## config.mk

```make
export PLATFORM = sky130hd
export DESIGN_NAME = multicycle_control
export DESIGN_NICKNAME = d
export VERILOG_FILES = /design/src/rtl/mc_pkg.sv /design/src/rtl/mc_output_decode.sv /design/src/rtl/multicycle_control.sv
export SDC_FILE = /design/constraint.sdc
export NUM_CORES = 1
export LEC_CHECK = 0
export CAP_MARGIN = 25
export CORE_MARGIN = 2
export CORE_UTILIZATION = 37
export DETAILED_ROUTE_END_ITERATION = 12
export HOLD_SLACK_MARGIN = 0.05
export PLACE_DENSITY_LB_ADDON = 0.05
export SYNTH_ARGS = -nofsm -noshare
export SYNTH_HDL_FRONTEND = slang
export SYNTH_SLANG_ARGS = --single-unit
```

## constraint.sdc

```tcl
create_clock -name clk -period 2.2 [get_ports clk]
set_clock_uncertainty 0.15 [all_clocks]
set_input_delay 0.44 -clock clk [delete_from_list [all_inputs] [get_ports clk]]
set_output_delay 0.44 -clock clk [all_outputs]
set_load 0.05 [all_outputs]
```

## src/rtl/mc_pkg.sv

```systemverilog
// Shared encodings for the multicycle MIPS main control unit.
// Build option MC_ADDI_EN adds the ADDI_EX/ADDI_WB path for opcode 001000.
package mc_pkg;

    localparam logic [5:0] OP_RTYPE = 6'b000000;
    localparam logic [5:0] OP_J     = 6'b000010;
    localparam logic [5:0] OP_BEQ   = 6'b000100;
    localparam logic [5:0] OP_ADDI  = 6'b001000;
    localparam logic [5:0] OP_LW    = 6'b100011;
    localparam logic [5:0] OP_SW    = 6'b101011;

    localparam logic [1:0] ALUOP_ADD   = 2'b00;
    localparam logic [1:0] ALUOP_SUB   = 2'b01;
    localparam logic [1:0] ALUOP_FUNCT = 2'b10;

    localparam logic [1:0] SRCB_REG    = 2'b00;
    localparam logic [1:0] SRCB_FOUR   = 2'b01;
    localparam logic [1:0] SRCB_IMM    = 2'b10;
    localparam logic [1:0] SRCB_IMM_SH = 2'b11;

    localparam logic [1:0] PCSRC_ALU    = 2'b00;
    localparam logic [1:0] PCSRC_ALUOUT = 2'b01;
    localparam logic [1:0] PCSRC_JUMP   = 2'b10;

    // Encodings 12..15 are never entered; the FSM recovers from them to FETCH.
    typedef enum logic [3:0] {
        S_FETCH    = 4'd0,
        S_DECODE   = 4'd1,
        S_MEM_ADDR = 4'd2,
        S_MEM_RD   = 4'd3,
        S_MEM_WB   = 4'd4,
        S_MEM_WR   = 4'd5,
        S_EXEC_R   = 4'd6,
        S_R_WB     = 4'd7,
        S_BRANCH   = 4'd8,
        S_JUMP     = 4'd9,
        S_ADDI_EX  = 4'd10,
        S_ADDI_WB  = 4'd11
    } state_t;

endpackage

```

## src/rtl/mc_output_decode.sv

```systemverilog
// Moore output decode of the control FSM; only FETCH looks at mem_ready.
// ADDI states decode only when MC_ADDI_EN is defined.
module mc_output_decode
    import mc_pkg::*;
(
    input  logic [3:0] i_state,
    input  logic       i_mem_ready,
    output logic       o_pc_write,
    output logic       o_pc_write_cond,
    output logic       o_i_or_d,
    output logic       o_mem_read,
    output logic       o_mem_write,
    output logic       o_ir_write,
    output logic       o_mem_to_reg,
    output logic       o_reg_dst,
    output logic       o_reg_write,
    output logic       o_alu_src_a,
    output logic [1:0] o_alu_src_b,
    output logic [1:0] o_alu_op,
    output logic [1:0] o_pc_source
);

    always_comb begin
        o_pc_write      = 1'b0;
        o_pc_write_cond = 1'b0;
        o_i_or_d        = 1'b0;
        o_mem_read      = 1'b0;
        o_mem_write     = 1'b0;
        o_ir_write      = 1'b0;
        o_mem_to_reg    = 1'b0;
        o_reg_dst       = 1'b0;
        o_reg_write     = 1'b0;
        o_alu_src_a     = 1'b0;
        o_alu_src_b     = SRCB_REG;
        o_alu_op        = ALUOP_ADD;
        o_pc_source     = PCSRC_ALU;
        case (state_t'(i_state))
            S_FETCH: begin
                // PC+4 and IR latch commit only when the fetch completes.
                o_mem_read  = 1'b1;
                o_alu_src_b = SRCB_FOUR;
                o_ir_write  = i_mem_ready;
                o_pc_write  = i_mem_ready;
            end
            S_DECODE: begin
                o_alu_src_b = SRCB_IMM_SH;
            end
            S_MEM_ADDR: begin
                o_alu_src_a = 1'b1;
                o_alu_src_b = SRCB_IMM;
            end
            S_MEM_RD: begin
                o_mem_read = 1'b1;
                o_i_or_d   = 1'b1;
            end
            S_MEM_WB: begin
                o_reg_write  = 1'b1;
                o_mem_to_reg = 1'b1;
            end
            S_MEM_WR: begin
                o_mem_write = 1'b1;
                o_i_or_d    = 1'b1;
            end
            S_EXEC_R: begin
                o_alu_src_a = 1'b1;
                o_alu_op    = ALUOP_FUNCT;
            end
            S_R_WB: begin
                o_reg_write = 1'b1;
                o_reg_dst   = 1'b1;
            end
            S_BRANCH: begin
                o_alu_src_a     = 1'b1;
                o_alu_op        = ALUOP_SUB;
                o_pc_write_cond = 1'b1;
                o_pc_source     = PCSRC_ALUOUT;
            end
            S_JUMP: begin
                o_pc_write  = 1'b1;
                o_pc_source = PCSRC_JUMP;
            end
`ifdef MC_ADDI_EN
            S_ADDI_EX: begin
                o_alu_src_a = 1'b1;
                o_alu_src_b = SRCB_IMM;
            end
            S_ADDI_WB: begin
                o_reg_write = 1'b1;
            end
`endif
            default: ;
        endcase
    end

endmodule

```

## src/rtl/multicycle_control.sv

```systemverilog
// Main control FSM of the multicycle MIPS datapath: state register, next-state
// logic and the registered illegal-opcode pulse. Option: MC_ADDI_EN.
module multicycle_control
    import mc_pkg::*;
#(
    parameter int STATE_W = 4
) (
    input  logic               clk,
    input  logic               rst,
    input  logic [5:0]         opcode,
    input  logic               mem_ready,
    output logic               pc_write,
    output logic               pc_write_cond,
    output logic               i_or_d,
    output logic               mem_read,
    output logic               mem_write,
    output logic               ir_write,
    output logic               mem_to_reg,
    output logic               reg_dst,
    output logic               reg_write,
    output logic               alu_src_a,
    output logic [1:0]         alu_src_b,
    output logic [1:0]         alu_op,
    output logic [1:0]         pc_source,
    output logic               illegal_op,
    output logic [STATE_W-1:0] state_dbg
);

    state_t r_state;
    state_t w_next;
    logic   r_illegal;
    logic   w_illegal;
    logic   w_mem_ready;

    always_ff @(posedge clk or posedge rst) begin
        if (rst) begin
            r_state   <= S_FETCH;
            r_illegal <= 1'b0;
        end else begin
            r_state   <= w_next;
            r_illegal <= w_illegal;
        end
    end

    always_comb begin
        w_next    = S_FETCH;
        w_illegal = 1'b0;
        case (r_state)
            S_FETCH:    w_next = mem_ready ? S_DECODE : S_FETCH;
            S_DECODE: begin
                case (opcode)
                    OP_LW, OP_SW: w_next = S_MEM_ADDR;
                    OP_RTYPE:     w_next = S_EXEC_R;
                    OP_BEQ:       w_next = S_BRANCH;
                    OP_J:         w_next = S_JUMP;
`ifdef MC_ADDI_EN
                    OP_ADDI:      w_next = S_ADDI_EX;
`endif
                    default:      w_illegal = 1'b1;
                endcase
            end
            // IR still holds the instruction here, so opcode picks load vs store.
            S_MEM_ADDR: w_next = (opcode == OP_SW) ? S_MEM_WR : S_MEM_RD;
            S_MEM_RD:   w_next = mem_ready ? S_MEM_WB : S_MEM_RD;
            S_MEM_WR:   w_next = mem_ready ? S_FETCH : S_MEM_WR;
            S_EXEC_R:   w_next = S_R_WB;
`ifdef MC_ADDI_EN
            S_ADDI_EX:  w_next = S_ADDI_WB;
`endif
            default:    w_next = S_FETCH;
        endcase
    end

    // Reset forces FETCH, and masking mem_ready keeps its strobes quiet meanwhile.
    assign w_mem_ready = mem_ready & ~rst;

    mc_output_decode u_decode (
        .i_state         (r_state),
        .i_mem_ready     (w_mem_ready),
        .o_pc_write      (pc_write),
        .o_pc_write_cond (pc_write_cond),
        .o_i_or_d        (i_or_d),
        .o_mem_read      (mem_read),
        .o_mem_write     (mem_write),
        .o_ir_write      (ir_write),
        .o_mem_to_reg    (mem_to_reg),
        .o_reg_dst       (reg_dst),
        .o_reg_write     (reg_write),
        .o_alu_src_a     (alu_src_a),
        .o_alu_src_b     (alu_src_b),
        .o_alu_op        (alu_op),
        .o_pc_source     (pc_source)
    );

    assign illegal_op = r_illegal;
    assign state_dbg  = STATE_W'(r_state);

endmodule

```

# --- Word level (Yosys, flattened, before mapping) ---
# Cells that the tools add are included.
word_totals:
  register_bits: 5
  inputBits: 9
  wordCells: 46
op_classes:
  bitwise_logic: 2
  n_reduce_logical: 8
  eq_ne: 13
  n_mux: 21
op_table:
  columns: ["op", "count"]
  rows:
  - ["4-bit case mux with 6 select lines", 1]
  - ["4-bit by 3-bit == test with 1-bit output, second input constant", 4]
  - ["4-bit case mux with 4 select lines", 1]
  - ["6-bit == test, second input constant", 2]
  - ["1-bit 2-to-1 mux", 12]
  - ["3-bit 2-to-1 mux", 3]
  - ["4-bit by 2-bit == test with 1-bit output, second input constant", 2]
  - ["4-bit == test, second input constant", 2]
  - ["2-bit case mux with 2 select lines", 2]
  - ["2-bit OR reduction", 4]
  - ["6-bit by 2-bit == test with 1-bit output, second input constant", 1]
  - ["6-bit by 3-bit == test with 1-bit output, second input constant", 1]
  - ["6-bit logical NOT", 1]
  - ["2-bit case mux with 3 select lines", 1]
  - ["5-bit OR reduction", 1]
  - ["4-bit by 1-bit == test with 1-bit output, second input constant", 1]
  - ["4-bit logical NOT", 1]
  - ["3-bit OR reduction", 1]
  - ["1-bit case mux with 2 select lines", 1]
  - ["1-bit bitwise AND", 1]
  - ["1-bit NOT", 1]

# --- Depth between registers and ports, before layout ---
# Gate-level depths: netlist of the first run.
logic_depth:
  ltp_word: 4
  depth_mapped: 5

# --- By module ---
# Synthesis of the first run repeated with hierarchy kept, for this count alone.
hier_totals:
  hier_cells: 74
  area_unflattened_um2: 615.6
by_module_without_submodules:
  columns: ["module", "seq_area_each_um2", "area_each_um2", "instances", "cells_each"]
  rows:
  - ["multicycle_control", 125.1, 416.6, 1, 44]
  - ["mc_output_decode", 0.0, 198.9, 1, 30]

# --- Worst setup path after synthesis of the first run ---
# OpenSTA, ideal clock, no wires.
synth_path:
  path_type: "reg-to-output"
  from: "register r_state[2], in the netlist state_dbg[2]"
  to: "output port ir_write"
  path_stages_with_launch: 4
  path_buffers: 2
  t_arrival_ps: 2522
  setup_slack_ps: -912
  cell_sequence: "dfrtp_1 > clkbuf_1 > clkbuf_1 > nor4_1"
synth_between:
  elab_chain_len: 2
synth_lines:
  columns: ["element", "line_no", "text"]
  rows:
  - ["start: declaration", "multicycle_control.sv:29", "state_t r_state;"]
  - ["start signal: assignment", "multicycle_control.sv:40", "r_state <= w_next;"]
  - ["4-bit logical NOT", "mc_output_decode.sv:37", "case (state_t'(i_state))"]
  - ["1-bit 2-to-1 mux", "mc_output_decode.sv:37", null]
  - ["end: declaration", "multicycle_control.sv:17", "output logic ir_write,"]
# No other way between the ends.

# --- Final worst setup path of the first run ---
layout_path:
  from: "register r_state[1], in the netlist state_dbg[1]"
  to: "output port alu_src_b[1]"
layout_between:
  elab_chain_len: 2
  word_cells_on_any_way: 4
  cone_classes: "eq/ne: 2; mux: 1; reduce/logical: 1"
layout_lines:
  columns: ["element", "line_no", "text"]
  rows:
  - ["4-bit by 2-bit == test with 1-bit output (tied with other cells)", "mc_output_decode.sv:37", null]
  - ["2-bit case mux with 3 select lines (*)", "mc_output_decode.sv:37", null]
  - ["end: declaration", "multicycle_control.sv:22", "output logic [1:0] alu_src_b,"]
# Mark *: on every way between the ends. The rest lies on a longest branch, timed or not.

==> results of run 1 <==
where the power goes:
part | switching [uW] | total [uW] | internal [uW] | leakage [uW]
combinational | 802 | 1380 | 580 | 0.000402
sequential | 38.4 | 162 | 123 | 0.0000608
clock | 48.1 | 117 | 69.3 | 0.0000150
critical path: cells and delay by family, from the launching register on:
family / cells / cell delay, ns
and+or+nand+nor: 2 / 0.70
DFF: 1 / 0.39
buffers and inverters: 2 / 0.24
flip-flops by register name (all words and copies together), names as in the netlist:
signal	cells
state_dbg	4
illegal_op	1
stage by stage:
stage	instance area (um2)	power [uW]	utilization [%]	TNS (ns)	setup slack [ns]
2_1_floorplan	717	933	-	0	0.0230
3_3_place_gp	1190	1430	89.4	0	0.156
3_5_place_dp	1190	1470	89.4	0	0.136
4_1_cts	1230	1610	91.9	0	0.0191
5_1_grt	1250	1710	93.9	-0.0178	-0.0178
6_report	1250	1660	93.9	0	0.0358
layout make-up:
cell class | instances | area share, %
Tap cell | 15 | 1.50
Multi-Input combinational cell | 58 | 42.0
Sequential cell | 5 | 10.4
Inverter | 4 | 1.20
Timing Repair Buffer | 38 | 42.9
Clock buffer | 4 | 2.10
cells by family after synthesis:
logic type / after synthesis
compound gates: 13
xor+xnor: 3
buf+inv: 11
flops: 5
simple gates: 42
placed cells by master (no fill, tap or decap), drive strengths merged, types with 3 or more instances in the layout:
| cell type | n |
|---|---|
| nor2 | 5 |
| inv | 4 |
| nand2 | 5 |
| a21oi | 3 |
| buf | 29 |
| nor3 | 12 |
| dfrtp | 5 |
| nand2b | 5 |
| clkdlybuf4s50 | 9 |
| clkbuf | 4 |
metal layers:
layer  share of wire [%]  GRT usage, %  vias to the layer above
met1                  36          32.4                      367
met3                 8.2          5.17                        9
met2                  53          46.5                       65
met5                   0             0                        -
met4                 2.5          4.38                        0
li1                    -             -                      340
path summary, 6_finish.rpt:
path,depth (start not counted),to,start
max,4,alu_src_b[1],state_dbg[1]
min,2,illegal_op,rst
max reg2reg,5,state_dbg[3],state_dbg[1]
min reg2reg,2,state_dbg[2],state_dbg[0]
max in group asynchronous,2,state_dbg[1],rst
min in group clk,2,state_dbg[2],state_dbg[0]
what timing repair did:
action,CTS,global route
gates cloned,0,0
setup endpoints to repair,1,1
endpoints found under the hold margin,0,0
pin swaps,0,0
setup buffers,0,3
resized for setup,1,1
==> results.cfg, run 1 <==
[run_status]
status = completed

[logic_synthesis]
synth_edf_count = 0
synth-simple-area-share_pct = 45.6
synth_top_family_by_area = simple AND/OR/NAND/NOR gates
synth_seq_cells = 5
yosys_warnings = 0
ys_seq_area_share_pct = 22.9
synthArstFlopShare_pct = 100
yosysMostFrequentCell = nor3_1
yosysTopAreaCell = dfrtp_1
syn_area_um2 = 546
synthCells = 74
yosys-top-cells-count = nor3_1 (12), clkbuf_1 (6)
synthAdderAreaFrac_pct = 0
synth-compound-area-share_pct = 18.3
syn_avg_cell_area_um2 = 7.37
synth_nets = 83
ys.flop_type = dfrtp_1
synth_top_area_share_pct = 22.9
yosys-top-cells-area = dfrtp_1 (23%), nor3_1 (11%), nand2b_1 (5.7%)
synth_cell_types = 33
synth_mux_area_share_pct = 0
synth-xor-area-share_pct = 4.82

[clock_tree]
root_buffer = clkbuf_4
htreeDepth = 1
cts.clk_slew.worst_paths_ns = 0.06
clk_latency_ns = 0.25
cts.path.max_buffers = 2
numClockSinks = 5
cts-buffers-inserted = 3
postCtsHoldBufs = 0
cts_tree = done

[detailed_routing]
wl_um = 2290
routed-via-count = 781
viasPerCell = 6.30
first_pass_iters = 4
drtAntennaViolNets = 0
drt_iter0_drc = 48
post_drt_wl_per_cell_um = 18.5
remaining_drc_errors = 0

[sta]
worstMarginPinSlew_ns = 0.488
min_period_ns = 2.16
setup_viol = 0
hold_violations = 0
finalCritPeriodShare_pct = 98.4
slew-limit-headroom_pct = 67.4
fmax_ghz = 0.462
whs_ns = 0.285
slew_viol_final = 0

[setup_path]
cp_slowest_stage_delay_ns = 0.59
slowest_stage = or4_4
critical_path_peak_fanout = 6
cp.required_ns = 1.61
worstPathArrival_ns = 1.57
critPathKind = register to output pin
crit_path_end_kind = output pin
cp_cell_sequence = inv_2 -> or4_4 -> nand2b_2 -> buf_12
crit_path_start_kind = register
rrSetupSlack_ns = 0.53

[placed_design]
place.gp.congestion = 0.828
dp_hpwl_um = 1460
port_buffers = 29
place_inst = 117

[layout]
regArea_um2 = 130
final_net_count = 119
drive_gt1_share_pct = 54.1
fin_cells = 124
synthToLayoutAreaGrowth_pct = 130
multiInputGateArea_um2 = 526
fillers = 39
antenna_cells = 0

[pwr]
p_per_area_mw_per_mm2 = 1330
leakage_uw = 0.000478
vdd_drop_max_mv = 1.09

[floorplan]
rows = 13
die_y_um = 42.4
start_util_pct = 40.9
dieWidth_um = 42.4
dieArea_mm2 = 0.00180
coreArea_mm2 = 0.00133
ios = 30

[global_route]
antenna_found_initial = 0
grt_pass1_vias = 725
track_usage_pct = 26.0
grt-ovfl-total = 0
grt_pass1_wl_um = 3590
grt_max_degree = 16

[flow_run]
maxCapViolCount = 0

[min_path]
hp-class = primary input to async pin
Power figures use the tool's default switching activity.
==> inputs of run 2 (changes only) <==
Settings changed: SLEW_MARGIN from default to 40.
==> results of run 2 <==
Final layout, timing and power as in run 1 (identical DEF).
==> inputs of run 3 (changes only) <==
Settings changed: CAP_MARGIN 25 to 10.
==> results of run 3 <==
Final layout, timing and power as in run 1 (identical DEF).
